## src/rtl/switch_input_debouncer.sv

```systemverilog
// Slide-switch front end: 2-FF synchroniser, whole-vector debounce, field split
// and a valid/ack change notification for the mini ALU.
module switch_input_debouncer #(
    parameter int WIDTH           = 10,
    parameter int DEBOUNCE_CYCLES = 500000
) (
    input  logic             clk,
    input  logic             rst_n,
    input  logic [WIDTH-1:0] switches_raw,
    output logic [WIDTH-1:0] switches_stable,
    output logic [3:0]       operand_1,
    output logic [3:0]       operand_2,
    output logic             mode,
    output logic             on_off,
    output logic             update_valid,
    input  logic             update_ack,
    output logic             overrun
);

    localparam int CNT_W = $clog2(DEBOUNCE_CYCLES);
    localparam logic [CNT_W-1:0] CNT_MAX = CNT_W'(DEBOUNCE_CYCLES - 1);

    typedef enum logic {
        ST_STABLE,
        ST_SETTLE
    } state_t;

    state_t             state;
    state_t             state_nx;
    logic [WIDTH-1:0]   sync0;
    logic [WIDTH-1:0]   sync1;
    logic [WIDTH-1:0]   cand;
    logic [WIDTH-1:0]   cand_nx;
    logic [WIDTH-1:0]   stable;
    logic [WIDTH-1:0]   stable_nx;
    logic [CNT_W-1:0]   cnt;
    logic [CNT_W-1:0]   cnt_nx;
    logic               commit;
    logic               valid;
    logic               valid_nx;
    logic               ovr;
    logic               ovr_nx;

    always_ff @(posedge clk or negedge rst_n) begin
        if (!rst_n) begin
            sync0 <= '0;
            sync1 <= '0;
        end else begin
            sync0 <= switches_raw;
            sync1 <= sync0;
        end
    end

    always_ff @(posedge clk or negedge rst_n) begin
        if (!rst_n) begin
            state  <= ST_STABLE;
            cand   <= '0;
            stable <= '0;
            cnt    <= '0;
            valid  <= 1'b0;
            ovr    <= 1'b0;
        end else begin
            state  <= state_nx;
            cand   <= cand_nx;
            stable <= stable_nx;
            cnt    <= cnt_nx;
            valid  <= valid_nx;
            ovr    <= ovr_nx;
        end
    end

    // Any bit moving restarts the window for the whole vector.
    always_comb begin
        state_nx  = state;
        cand_nx   = cand;
        stable_nx = stable;
        cnt_nx    = cnt;
        commit    = 1'b0;
        unique case (state)
            ST_STABLE: begin
                if (sync1 != stable) begin
                    cand_nx  = sync1;
                    cnt_nx   = '0;
                    state_nx = ST_SETTLE;
                end
            end
            ST_SETTLE: begin
                if (sync1 != cand) begin
                    cand_nx = sync1;
                    cnt_nx  = '0;
                end else if (cnt == CNT_MAX) begin
                    state_nx = ST_STABLE;
                    if (cand != stable) begin
                        stable_nx = cand;
                        commit    = 1'b1;
                    end
                end else begin
                    cnt_nx = cnt + 1'b1;
                end
            end
            default: begin
                state_nx = ST_STABLE;
            end
        endcase
    end

    // A fresh commit always wins over a same-cycle ack.
    always_comb begin
        valid_nx = valid;
        ovr_nx   = ovr;
        if (commit) begin
            valid_nx = 1'b1;
            if (valid && !update_ack) begin
                ovr_nx = 1'b1;
            end
        end else if (valid && update_ack) begin
            valid_nx = 1'b0;
            ovr_nx   = 1'b0;
        end
    end

    assign switches_stable = stable;
    assign operand_1       = stable[9:6];
    assign operand_2       = stable[5:2];
    assign mode            = stable[1];
    assign on_off          = stable[0];
    assign update_valid    = valid;
    assign overrun         = ovr;

endmodule

```

## config.mk

```make
export PLATFORM = sky130hd
export DESIGN_NAME = switch_input_debouncer
export DESIGN_NICKNAME = d
export VERILOG_FILES = /design/src/rtl/switch_input_debouncer.sv
export SDC_FILE = /design/constraint.sdc
export NUM_CORES = 1
export LEC_CHECK = 0
export ABC_AREA = 1
export CELL_PAD_IN_SITES_DETAIL_PLACEMENT = 1
export CELL_PAD_IN_SITES_GLOBAL_PLACEMENT = 2
export CORE_MARGIN = 10
export CORE_UTILIZATION = 25
export CTS_CLUSTER_SIZE = 16
export DETAILED_ROUTE_END_ITERATION = 12
export GPL_ROUTABILITY_DRIVEN = 1
export PLACE_DENSITY_LB_ADDON = 0.15
export SETUP_SLACK_MARGIN = 0.05
export SYNTH_ARGS = -nofsm -noshare
export SYNTH_HDL_FRONTEND = slang
export SYNTH_SLANG_ARGS = --single-unit
```

## constraint.sdc

```tcl
create_clock -name clk -period 2.1 [get_ports clk]
set_input_delay 0.63 -clock clk [delete_from_list [all_inputs] [get_ports clk]]
set_output_delay 0.63 -clock clk [all_outputs]
set_load 0.01 [all_outputs]
```

==> results.py <==
metrics = {
    "pwr": {
        "leakagePower_nw": 1.869,
        "peakVddDrop_uv": 386.4,
        "total_power_mw": 2.729,
        "powerDensity_nw_per_um2": 677.1,
    },
    "job": {
        "drv_cap": 0,
    },
    "clock_tree": {
        "cts_buffer_depth": 2,
        "clk_latency_ps": 340,
        "clockRootBuffer": "clkbuf_16",
        "cts_inserted_buffers": 9,
        "cts_num_sinks": 62,
        "cts_tree": "done",
        "ctsHoldBuffers": 0,
        "clkTransAtPathRegs_ps": 50,
        "ctsHtreeMaxLevel": 3,
        "post-cts-setup-buffer-count": 0,
    },
    "layout": {
        "fillCellCount": 1564,
        "final_util": 0.3155,
        "syn_to_final_growth_pct": 22.56,
        "drive_above_1_share": 0.06667,
        "layout_common_cells": "nand2_1, inv_1, nor2_1",
        "nNetsFinal": 491,
        "final_area_um2": 4030,
        "mostFrequentLayoutCell": "nand2_1",
        "antennaDiodeCount": 0,
    },
    "yosys": {
        "synth_cell_type_count": 25,
        "syn_nets": 460,
        "syn_inst": 446,
        "synth_warnings": 0,
        "syn_area_per_cell_um2": 7.373,
        "syn-cell-area_um2": 3288,
        "ys_seq_area_frac": 0.4718,
        "synth-seq-cells": 62,
    },
    "placement": {
        "hpwl_mm": 6.796,
        "routabilityCongestion": 0.8202,
        "placed_cell_area_um2": 3761,
        "io_buffers": 34,
    },
    "floorplanning": {
        "fp.dieW_um": 134.7,
        "start_util": 0.2574,
        "coreArea_um2": 12770,
        "rows": 41,
        "die_area_um2": 18140,
        "pin_count": 35,
        "fp.dieH_um": 134.7,
    },
    "route": {
        "drt_wl_total_mm": 9.445,
        "antenna_left": 0,
        "avgRoutedWirePerCell_um": 14.49,
        "drt_iter0_drc": 148,
        "drcViolationCount": 0,
        "vias": 2831,
        "firstDrtPassIters": 4,
        "vias_per_cell": 4.342,
    },
    "sta": {
        "drv_slew": 0,
        "fmax_mhz": 506.3,
        "setup_viol": 0,
        "tightest_slew_ps": 465.0,
        "relSlewSlack": 0.6876,
        "rsz0062_at_grt": "no",
        "final.setup.tns_ps": 0,
        "period_minus_slack_ps": 1975,
        "skew_ps": 3.968,
        "final.period_utilization": 0.9406,
        "hold_violations": 0,
    },
    "global_routing": {
        "grtUsageTotal": 0.1122,
        "overflow": 0,
        "antenna_found_initial": 0,
        "grt_max_degree": 63,
        "grt_pass1_wl_mm": 15.77,
        "grt_pass1_vias": 3024,
    },
    "worst_setup_path": {
        "worst_setup_path_start_kind": "flop",
        "worstPathArrival_ps": 1350,
        "crit_path_max_incr_delay_ps": 580,
        "cp_top_family": "buffers and inverters",
        "crit_type": "reg2out",
        "required_ps": 1470,
        "crit_buf_inv": 1,
        "cp-end-kind": "output port",
        "critPathMaxFanout": 6,
        "cp_cell_sequence": "clkdlybuf4s50_1",
        "cpMaxStageDelayCell": "clkdlybuf4s50_1",
    },
    "min_path": {
        "hp-class": "in2async",
    },
    "status": {
        "status": "finished clean",
    },
}
[stage by stage]
step / setup WS (ps) / cells / hold slack [ps]
after floorplan: 486.5 / 446 / 331.2
after global placement: 178.8 / 638 / 332.8
after detailed placement: 115.0 / 638 / 335.5
after CTS: 67.41 / 652 / 323.6
after global routing: 55.41 / 652 / 342.1
final: 124.8 / 652 / 314.0
[layout make-up]
cell class | instances | area, µm² | area share
Clock buffer | 12 | 246.5 | 0.06116
Clock inverter | 2 | 10.01 | 0.002484
Inverter | 69 | 259.0 | 0.06427
Multi-Input combinational cell | 292 | 1310 | 0.3251
Sequential cell | 62 | 1558 | 0.3865
Tap cell | 172 | 215.2 | 0.05340
Timing Repair Buffer | 43 | 431.7 | 0.1071
[registers in the layout, summed over array words and instances (netlist names)]
register and count:
update_valid 1, cnt 19, sync1 10, overrun 1, switches_stable 10, cand 10, sync0 10, state 1
[final timing paths]
path	start	endpoint	slack, ps	cells past startpoint
worst max register to register	cnt[0]$_DFFE_PN0P_	cnt[1]$_DFFE_PN0P_	270	11
max in group asynchronous	rst_n	switches_stable[9]$_DFFE_PN0P_	1490	2
min in group clk	sync0[9]$_DFF_PN0_	sync1[9]$_DFF_PN0_	350	0
worst min-delay path	rst_n	cand[3]$_DFFE_PN0P_	310	2
worst min register to register	sync0[9]$_DFF_PN0_	sync1[9]$_DFF_PN0_	350	0
worst max-delay path	switches_stable[5]$_DFFE_PN0P_	switches_stable[5]	120	1
[Yosys cell counts, drive strengths merged]
master	count	area, µm²
inv	69	259.0
o22ai	2	12.51
nand2	129	484.2
nand3	26	135.1
o21ai	14	70.06
a21oi	5	25.02
buf	21	161.4
xnor2	4	35.03
nand3b	1	7.510
xor2	3	26.28
nor2	64	242.7
and3	2	12.51
ha	1	12.51
nand4	19	118.9
o21bai	2	15.01
dfrtp	62	1551
nor3	20	110.1
clkbuf	2	8.750
[metal layers]
metal / part of all wire / global-route usage / vias to the layer above
li1: - / - / 1428
met1: 0.52 / 0.1466 / 1356
met2: 0.42 / 0.1660 / 39
met3: 0.045 / 0.03487 / 8
met4: 0.017 / 0.04897 / 0
met5: 0 / 0 / -
[cells by family (layout without fill, tap and decap cells)]
family | after synthesis | in the layout | synth area share
adder cells (fa/ha/maj) | 1 | 1 | 0.003805
buffers and inverters | 92 | 126 | 0.1305
AND/OR/NAND/NOR | 261 | 261 | 0.3379
XOR/XNOR | 7 | 7 | 0.01865
flip-flops | 62 | 62 | 0.4718
AO/OA/AOI/OAI | 23 | 23 | 0.03729
[where the power goes]
part	internal, mW	switching [mW]	total, mW	leakage [nW]
combinational	0.0536	0.0780	0.132	0.958
sequential	1.23	0.0295	1.26	0.783
clock	0.813	0.529	1.34	0.128
total	2.09	0.636	2.73	1.87
[timing repair]
| item | CTS | global route |
|---|---|---|
| resized for setup | 1 | 6 |
| hold endpoints to repair | 0 | 0 |
| setup endpoints to repair | 2 | 15 |
[worst register-to-register path, cell delays in order (launching register included)]
cell,delay [ps]
dfrtp_1,410
ha_1,220
nand3_1,120
nor2_1,130
nand2_1,50
nor2_1,120
nand3_2,120
buf_6,220
nand2_2,130
inv_1,90
nand3_1,80
nand2_1,50
No activity file was read; power rests on OpenSTA's default activity.
